### src/rtl/fp_arb_pkg.sv
// Shared types and constants for the two-requester FP multiplier arbiter.
package fp_arb_pkg;

    localparam int FP_W      = 32;
    localparam int GAP_CNT_W = 8;

    typedef logic req_id_t;

    typedef enum logic [2:0] {
        IDLE,
        SEND_A,
        GAP,
        SEND_B,
        WAIT_RES,
        ACK_RES,
        RESPOND
    } arb_state_t;

endpackage

### src/rtl/rr_grant2.sv
// Two-input round-robin grant. Holds the last-grant pointer and advances it on
// every issued grant; the pointer resets to 1 so requester 0 wins first.
module rr_grant2
    import fp_arb_pkg::*;
(
    input  logic       clk,
    input  logic       rst,
    input  logic       en_i,
    input  logic [1:0] req_i,
    output logic       gnt_vld_o,
    output req_id_t    gnt_id_o
);

    req_id_t last_q;
    req_id_t last_d;

    // Prefer the requester that did not win last time; otherwise take whoever asks.
    always_comb begin
        gnt_vld_o = en_i && (req_i != 2'b00);
        if (last_q == 1'b1) begin
            gnt_id_o = req_i[0] ? 1'b0 : 1'b1;
        end else begin
            gnt_id_o = req_i[1] ? 1'b1 : 1'b0;
        end
        last_d = gnt_vld_o ? gnt_id_o : last_q;
    end

    // Pointer register.
    always_ff @(posedge clk) begin
        if (!rst) begin
            last_q <= 1'b1;
        end else begin
            last_q <= last_d;
        end
    end

endmodule

### src/rtl/fp_mul_arbiter.sv
// Shares one FP multiplier between two requesters. Operands go out as two
// words (A, gap, B) on a ready/accept bus; the product is captured, acked and
// returned to the granted requester only.
//
// state    | meaning
// IDLE     | no transaction; arbitrate pending requests
// SEND_A   | present operand A until the multiplier accepts it
// GAP      | mulInReady low for GAP_CYCLES cycles
// SEND_B   | present operand B until the multiplier accepts it
// WAIT_RES | wait for mulResultReady, capture the product
// ACK_RES  | hold mulResultAccept until mulResultReady drops
// RESPOND  | rspNValid to the granted requester until it accepts
module fp_mul_arbiter
    import fp_arb_pkg::*;
#(
    parameter int GAP_CYCLES = 1
) (
    input  logic            clk,
    input  logic            rst,
    input  logic            req0Valid,
    input  logic            req1Valid,
    input  logic [FP_W-1:0] req0A,
    input  logic [FP_W-1:0] req0B,
    input  logic [FP_W-1:0] req1A,
    input  logic [FP_W-1:0] req1B,
    output logic            req0Ready,
    output logic            req1Ready,
    output logic            rsp0Valid,
    output logic            rsp1Valid,
    output logic [FP_W-1:0] rspData,
    input  logic            rsp0Accept,
    input  logic            rsp1Accept,
    output logic [FP_W-1:0] mulInBus,
    output logic            mulInReady,
    input  logic            mulInAccept,
    input  logic [FP_W-1:0] mulOutBus,
    input  logic            mulResultReady,
    output logic            mulResultAccept,
    output logic            busy
);

    localparam logic [GAP_CNT_W-1:0] GAP_LOAD = GAP_CNT_W'(GAP_CYCLES - 1);

    arb_state_t           state_q, state_d;
    logic [FP_W-1:0]      a_q, a_d;
    logic [FP_W-1:0]      b_q, b_d;
    logic [FP_W-1:0]      rsp_q, rsp_d;
    req_id_t              id_q, id_d;
    logic [GAP_CNT_W-1:0] gap_q, gap_d;

    logic    gnt_vld;
    req_id_t gnt_id;

    // Grant only from IDLE and never while reset is held, so no ready pulse leaks out.
    rr_grant2 u_rr (
        .clk       (clk),
        .rst       (rst),
        .en_i      ((state_q == IDLE) && rst),
        .req_i     ({req1Valid, req0Valid}),
        .gnt_vld_o (gnt_vld),
        .gnt_id_o  (gnt_id)
    );

    // Next-state, datapath next values and Moore/grant outputs.
    always_comb begin
        state_d         = state_q;
        a_d             = a_q;
        b_d             = b_q;
        rsp_d           = rsp_q;
        id_d            = id_q;
        gap_d           = gap_q;
        req0Ready       = 1'b0;
        req1Ready       = 1'b0;
        rsp0Valid       = 1'b0;
        rsp1Valid       = 1'b0;
        mulInBus        = '0;
        mulInReady      = 1'b0;
        mulResultAccept = 1'b0;

        case (state_q)
            IDLE: begin
                if (gnt_vld) begin
                    a_d       = (gnt_id == 1'b1) ? req1A : req0A;
                    b_d       = (gnt_id == 1'b1) ? req1B : req0B;
                    id_d      = gnt_id;
                    req0Ready = (gnt_id == 1'b0);
                    req1Ready = (gnt_id == 1'b1);
                    state_d   = SEND_A;
                end
            end
            SEND_A: begin
                mulInReady = 1'b1;
                mulInBus   = a_q;
                if (mulInAccept) begin
                    gap_d   = GAP_LOAD;
                    state_d = GAP;
                end
            end
            GAP: begin
                if (gap_q == '0) begin
                    state_d = SEND_B;
                end else begin
                    gap_d = gap_q - 1'b1;
                end
            end
            SEND_B: begin
                mulInReady = 1'b1;
                mulInBus   = b_q;
                if (mulInAccept) begin
                    state_d = WAIT_RES;
                end
            end
            WAIT_RES: begin
                if (mulResultReady) begin
                    rsp_d   = mulOutBus;
                    state_d = ACK_RES;
                end
            end
            ACK_RES: begin
                mulResultAccept = 1'b1;
                if (!mulResultReady) begin
                    state_d = RESPOND;
                end
            end
            RESPOND: begin
                rsp0Valid = (id_q == 1'b0);
                rsp1Valid = (id_q == 1'b1);
                if (((id_q == 1'b0) && rsp0Accept) || ((id_q == 1'b1) && rsp1Accept)) begin
                    state_d = IDLE;
                end
            end
            default: state_d = IDLE;
        endcase
    end

    assign busy    = (state_q != IDLE);
    assign rspData = rsp_q;

    // State and datapath registers.
    always_ff @(posedge clk) begin
        if (!rst) begin
            state_q <= IDLE;
            a_q     <= '0;
            b_q     <= '0;
            rsp_q   <= '0;
            id_q    <= 1'b0;
            gap_q   <= '0;
        end else begin
            state_q <= state_d;
            a_q     <= a_d;
            b_q     <= b_d;
            rsp_q   <= rsp_d;
            id_q    <= id_d;
            gap_q   <= gap_d;
        end
    end

endmodule

### config.mk
export PLATFORM = sky130hd
export DESIGN_NAME = fp_mul_arbiter
export DESIGN_NICKNAME = d
export VERILOG_FILES = /design/src/rtl/fp_arb_pkg.sv /design/src/rtl/rr_grant2.sv /design/src/rtl/fp_mul_arbiter.sv
export SDC_FILE = /design/constraint.sdc
export NUM_CORES = 1
export LEC_CHECK = 0
export ABC_AREA = 1
export CAP_MARGIN = 20
export CELL_PAD_IN_SITES_DETAIL_PLACEMENT = 0
export CELL_PAD_IN_SITES_GLOBAL_PLACEMENT = 2
export CORE_ASPECT_RATIO = 1.25
export CORE_MARGIN = 3
export CORE_UTILIZATION = 23
export DETAILED_ROUTE_END_ITERATION = 10
export GPL_ROUTABILITY_DRIVEN = 0
export PLACE_DENSITY = 0.89
export SETUP_SLACK_MARGIN = 0.5
export SYNTH_ARGS = -nofsm -noshare
export SYNTH_HDL_FRONTEND = slang
export SYNTH_SLANG_ARGS = --single-unit
### constraint.sdc
create_clock -name clk -period 2.2 [get_ports clk]
set_input_delay 0.44 -clock clk [delete_from_list [all_inputs] [get_ports clk]]
set_output_delay 0.44 -clock clk [all_outputs]
set_load 0.01 [all_outputs]
Word level (Yosys, flattened, before mapping) --
Index checks and enable logic that the tools add are counted.
Word-level totals: bits in registers 109, output and inout port bits 71, logic and storage cells 64
Cells by class: add/subtract/negate cells 1, equal/unequal tests 14, multiplexer cells 25, bitwise gates (word level) 2, reductions and logical operators 15
Operator list (count):
- $mux W32 | 2
- $pmux W32 S2 | 1
- $mux W3 | 7
- $pmux W3 S7 | 1
- $mux W8 | 2
- $ne A2 B2 Y1 const B | 8
- $pmux W8 S2 | 1
- $mux W1 | 11
- $eq A3 B3 Y1 const B | 3
- $logic_not A8 Y1 | 1
- $sub A8 B1 Y8 const B | 1
- $reduce_and A7 Y1 | 1
- $eq A3 B2 Y1 const B | 2
- $logic_and A1 B1 Y1 | 4
- $reduce_and A2 Y1 | 2
- $reduce_bool A2 Y1 | 2
- $eq A3 B1 Y1 const B | 1
- $logic_not A3 Y1 | 1
- $reduce_and A3 Y1 | 1
- $reduce_bool A3 Y1 | 1
- $not A1 Y1 | 2
- $reduce_or A2 Y1 | 1
- $logic_or A1 B1 Y1 | 1

Depth between registers and ports, before layout --
depth in word-level cells 5, gate-level depth with buffers 10, mapped depth without buffers 9

Modules after synthesis --
Synthesis repeated with hierarchy kept, for this count alone.
Unflattened totals: cells, all modules 732, area total of the unflattened synthesis 5019.8 um2
Modules (own cells, without submodules):
- fp_mul_arbiter | instances 1, cells an instance 719, area an instance 4942.2 um2, sequential area each 2162.1 um2
- rr_grant2 | instances 1, cells an instance 13, area an instance 77.6 um2, sequential area each 20.0 um2

Worst setup path before layout --
Ideal clock, no wire load.
path type input -> output, start point input port req0Valid, end point output port req1Ready, arrival time 1184 ps, required time 1760 ps, setup slack 576 ps, stages 5, buffers on the path 2, path through o21ai_1 > inv_1 > nor2_4 > buf_6 > buf_4
Between the ends: longest elaborated chain between the ends 4, elaborated cells on any way between the ends 6, classes of those cells mux: 4; reduce/logical: 2
RTL lines:
- from (decl) | RTL line fp_mul_arbiter.sv:20 | input logic req0Valid,
- $mux W1 / $reduce_bool A2 Y1 (equally long branches) | RTL line rr_grant2.sv:21, rr_grant2.sv:19
- $mux W1 / $logic_and A1 B1 Y1 (equally long branches) | RTL line rr_grant2.sv:20, rr_grant2.sv:19
- $mux W1 (*) | RTL line fp_mul_arbiter.sv:82 | if (gnt_vld) begin
- $mux W1 (*) | RTL line fp_mul_arbiter.sv:80 | case (state_q)
- to (decl) | RTL line fp_mul_arbiter.sv:27 | output logic req1Ready,
Every way passes the cells marked *; elsewhere a longest branch is shown, timed or not.

Worst setup path after layout --
start point register state_q[1], end point output port mulInBus[22]
Between the ends: longest elaborated chain between the ends 2, elaborated cells on any way between the ends 3, classes of those cells eq/ne: 2; mux: 1
RTL lines:
- from (decl) | RTL line fp_mul_arbiter.sv:44 | arb_state_t state_q, state_d;
- from (signal assigned) | RTL line fp_mul_arbiter.sv:149 | state_q <= state_d;
- $eq A3 B2 Y1 / $eq A3 B1 Y1 (equally long branches) | RTL line fp_mul_arbiter.sv:80
- $pmux W32 S2 (*) | RTL line fp_mul_arbiter.sv:80
- to (decl) | RTL line fp_mul_arbiter.sv:33 | output logic [FP_W-1:0] mulInBus,
Marked as above.

==> metrics.txt <==
Worst setup EP type output pin; Clock Tree Buf Depth 2; CP max FO 6; clock latency on the worst-skew pair 0.36 ns; crit path launch type register; Net Sw Frac 36.1%; Yosys reg bits 109; final hold violations 0; First-pass DRT Iterations 4; Slew HR 38.4%; Int Power 5.13 mW; syn_area_per_cell 7.36 um2; unrepaired setup endpoints after global routing true; switching power of the nets 2.90 mW; library cells used by synthesis 29; sequential share of the synthesized area 44.5%; n_diodes 0; CTS H-tree lvls 3; Core Region 20900 um2; Cell Area, Synth 4910 um2; minimum clock period 2.08 ns; die width 137 um; total gr overflow 0; outcome completed; vias in the first global route 5193; Post-Layout Inst Area 8940 um2; Worst Skew 0.0114 ns; Util after Layout 42.8%; sequential share of power 32.0%; port bufs 238; crit-path max cell delay 0.39 ns; final setup fails 0; max cap viols 0; Max Freq 0.482 GHz; cell mode on critical path buf_6; Die ar. 23100 um2; Worst VDD drop 495 uV; Slew Limit Fails 0; largest net degree at the start of global routing 67; clock network power share 21.6%; FF-to-FF Start state_q[1]$_SDFFE_PN0P_; Final ANT Viol Nets 0; die height 169 um; Worst-Margin Slew 0.924 ns; crit-path cells inv_4 > nand2_4 > nor2_4 > buf_6 > buf_12 > buf_16 > a22o_1 > buf_6; first-pass GRT wire length 30000 um; Leak 3.72 nW; synthesized net count 837; Vias/cell 4.46; nets 1108; PwrDens 898 nW/um2; dpl hpwl 12600 um; dpl cells 1152; DP Area 7560 um2; Synth Warn # 0; clock sinks 109; Layout Cells excl Fill 1217; total track usage 16.9%; Hold WC Path Type reg -> reg; layout cells sized above 1 19.2%; Arr. time, crit path 1.64 ns; CP max stage cell dfxtp_4; Worst Path Required 1.76 ns; DRC viols 0; cells after synthesis 667; Design Power 8.03 mW; I/O pin total 239; Routed WL 20700 um; CP startpoint state_q[1]$_SDFFE_PN0P_; FF-to-FF path depth 14; Fillers 2092; combinational fraction of design power 46.3%; clk slew on worst S/H paths 0.08 ns; Area Growth Syn to Fin 82.3%; Avg WL per Cell 17.0 um; vias after detailed routing 5424; Initial Utilization 23.5%; FF-to-FF End a_q[13]$_SDFFE_PN0P_; worst reg-to-reg setup slack 0.15 ns; initial drt markers 236; crit path to mulInBus[22]; Cell Rows 59; CTS tree yes; hold buffer count at CTS 0; TritonCTS Buffers 9; Final period util 94.4%; Clock Root Buffer clkbuf_16; WS Path Type reg -> out; initial antenna violation count 0
==> stage by stage <==
stage | hold WS, ns | setup WS [ns] | TNS [ns]
after floorplan | 0.429 | 0.576 | 0
after global placement | 0.431 | -0.417 | -24.81
after detailed placement | 0.435 | -0.468 | -27.25
after CTS | 0.443 | 0.106 | 0
after global routing | 0.457 | 0.0747 | 0
final | 0.440 | 0.124 | 0
==> cell type report <==
| class | count | area [um2] | area share, % |
|---|---|---|---|
| repair buffers | 306 | 3360 | 37.6 |
| multi-input cells | 457 | 2530 | 28.3 |
| flip-flops and latches | 109 | 2190 | 24.5 |
| well taps | 274 | 343 | 3.83 |
| clock buffers | 10 | 229 | 2.56 |
| inverters | 55 | 211 | 2.36 |
| clock inverters | 6 | 80.1 | 0.895 |
==> power by group through the flow <==
stage,Sequential [mW],Clock [mW],Combinational (mW)
after floorplan,2.60,0,1.53
after global placement,2.59,0,2.65
after detailed placement,2.60,0,2.66
after CTS,2.57,1.80,3.55
after global routing,2.61,1.87,4.02
final,2.57,1.74,3.72
==> worst max-delay path, delay by kind of cell (launching register included) <==
family | cells | cell delay [ns]
DFF | 1 | 0.39
and+or+nand+nor | 2 | 0.11
buffers and inverters | 5 | 0.55
AOI/OAI and AO/OA | 1 | 0.23
==> timing repair <==
action | 4_1_cts | 5_1_grt
endpoints found under the setup margin | 123 | 154
setup buffers | 31 | 5
resized for setup | 261 | 76
pin swaps | 50 | 27
cloned | 12 | 1
==> cell usage after synthesis (all sizes together) <==
cell | instances | share of area [%]
nand3b | 3 | 0.46
a31oi | 64 | 8.2
clkbuf | 16 | 1.2
nand3 | 12 | 1.7
nor3 | 1 | 0.10
dfxtp | 109 | 44
nand4 | 3 | 0.38
o21ai | 37 | 3.9
nand2 | 224 | 17
a21oi | 39 | 4.0
buf | 30 | 4.0
xor2 | 1 | 0.18
nor2 | 37 | 3.5
and3 | 1 | 0.13
a211oi | 1 | 0.15
a22o | 32 | 5.7
ha | 2 | 0.51
inv | 55 | 4.2
==> per-layer routing <==
layer | share of wire, % | wire, um | global-route usage [%] | vias up
met4 | 2.0 | 404 | 5.66 | 0
met5 | 0 | 0 | 0 | -
li1 | - | - | - | 2763
met1 | 41 | 8410 | 20.7 | 2462
met3 | 6.1 | 1250 | 3.97 | 28
met2 | 51 | 10600 | 29.0 | 171
==> worst min path at each step <==
stage,start,end,slack (ns),cells after the start
after floorplan,u_rr.last_q$_SDFFE_PN1P_,u_rr.last_q$_SDFFE_PN1P_,0.43,2
after global placement,rspData[14]$_SDFFE_PN0P_,rspData[14]$_SDFFE_PN0P_,0.43,2
after detailed placement,rspData[2]$_SDFFE_PN0P_,rspData[2]$_SDFFE_PN0P_,0.43,2
after CTS,rspData[2]$_SDFFE_PN0P_,rspData[2]$_SDFFE_PN0P_,0.44,2
after global routing,rspData[2]$_SDFFE_PN0P_,rspData[2]$_SDFFE_PN0P_,0.46,2
final,rspData[2]$_SDFFE_PN0P_,rspData[2]$_SDFFE_PN0P_,0.44,2
==> flip-flops by register name, indices dropped and copies added (netlist names) <==
| register | cells |
|---|---|
| a_q | 32 |
| b_q | 32 |
| rspData | 32 |
| gap_q | 8 |
| state_q | 3 |
| id_q | 1 |
| u_rr.last_q | 1 |
==> cell families (layout without fill, tap and decap cells) <==
family          count (synthesis)  in the layout  synth area share [%]
buf+inv                       101            377                  9.39
fa+ha+maj                       2              2                 0.510
flops                         109            109                  44.5
compound gates                173            173                  21.9
simple gates                  281            281                  23.6
xor+xnor                        1              1                 0.179
==> layout by cell type (no fill, tap or decap), types with 14 or more instances in the layout <==
master           count
clkdlybuf4s50_1    164
a22o_1              32
buf_4               17
buf_2               23
inv_1               48
a31oi_1             57
nor2_1              25
dfxtp_1            106
buf_12              15
nand2_1            202
o21ai_0             29
a21oi_1             39
dlymetal6s2s_1      14
buf_6               36
dlygate4sd2_1       21
Note: power is estimated with default switching activity, not from simulation.
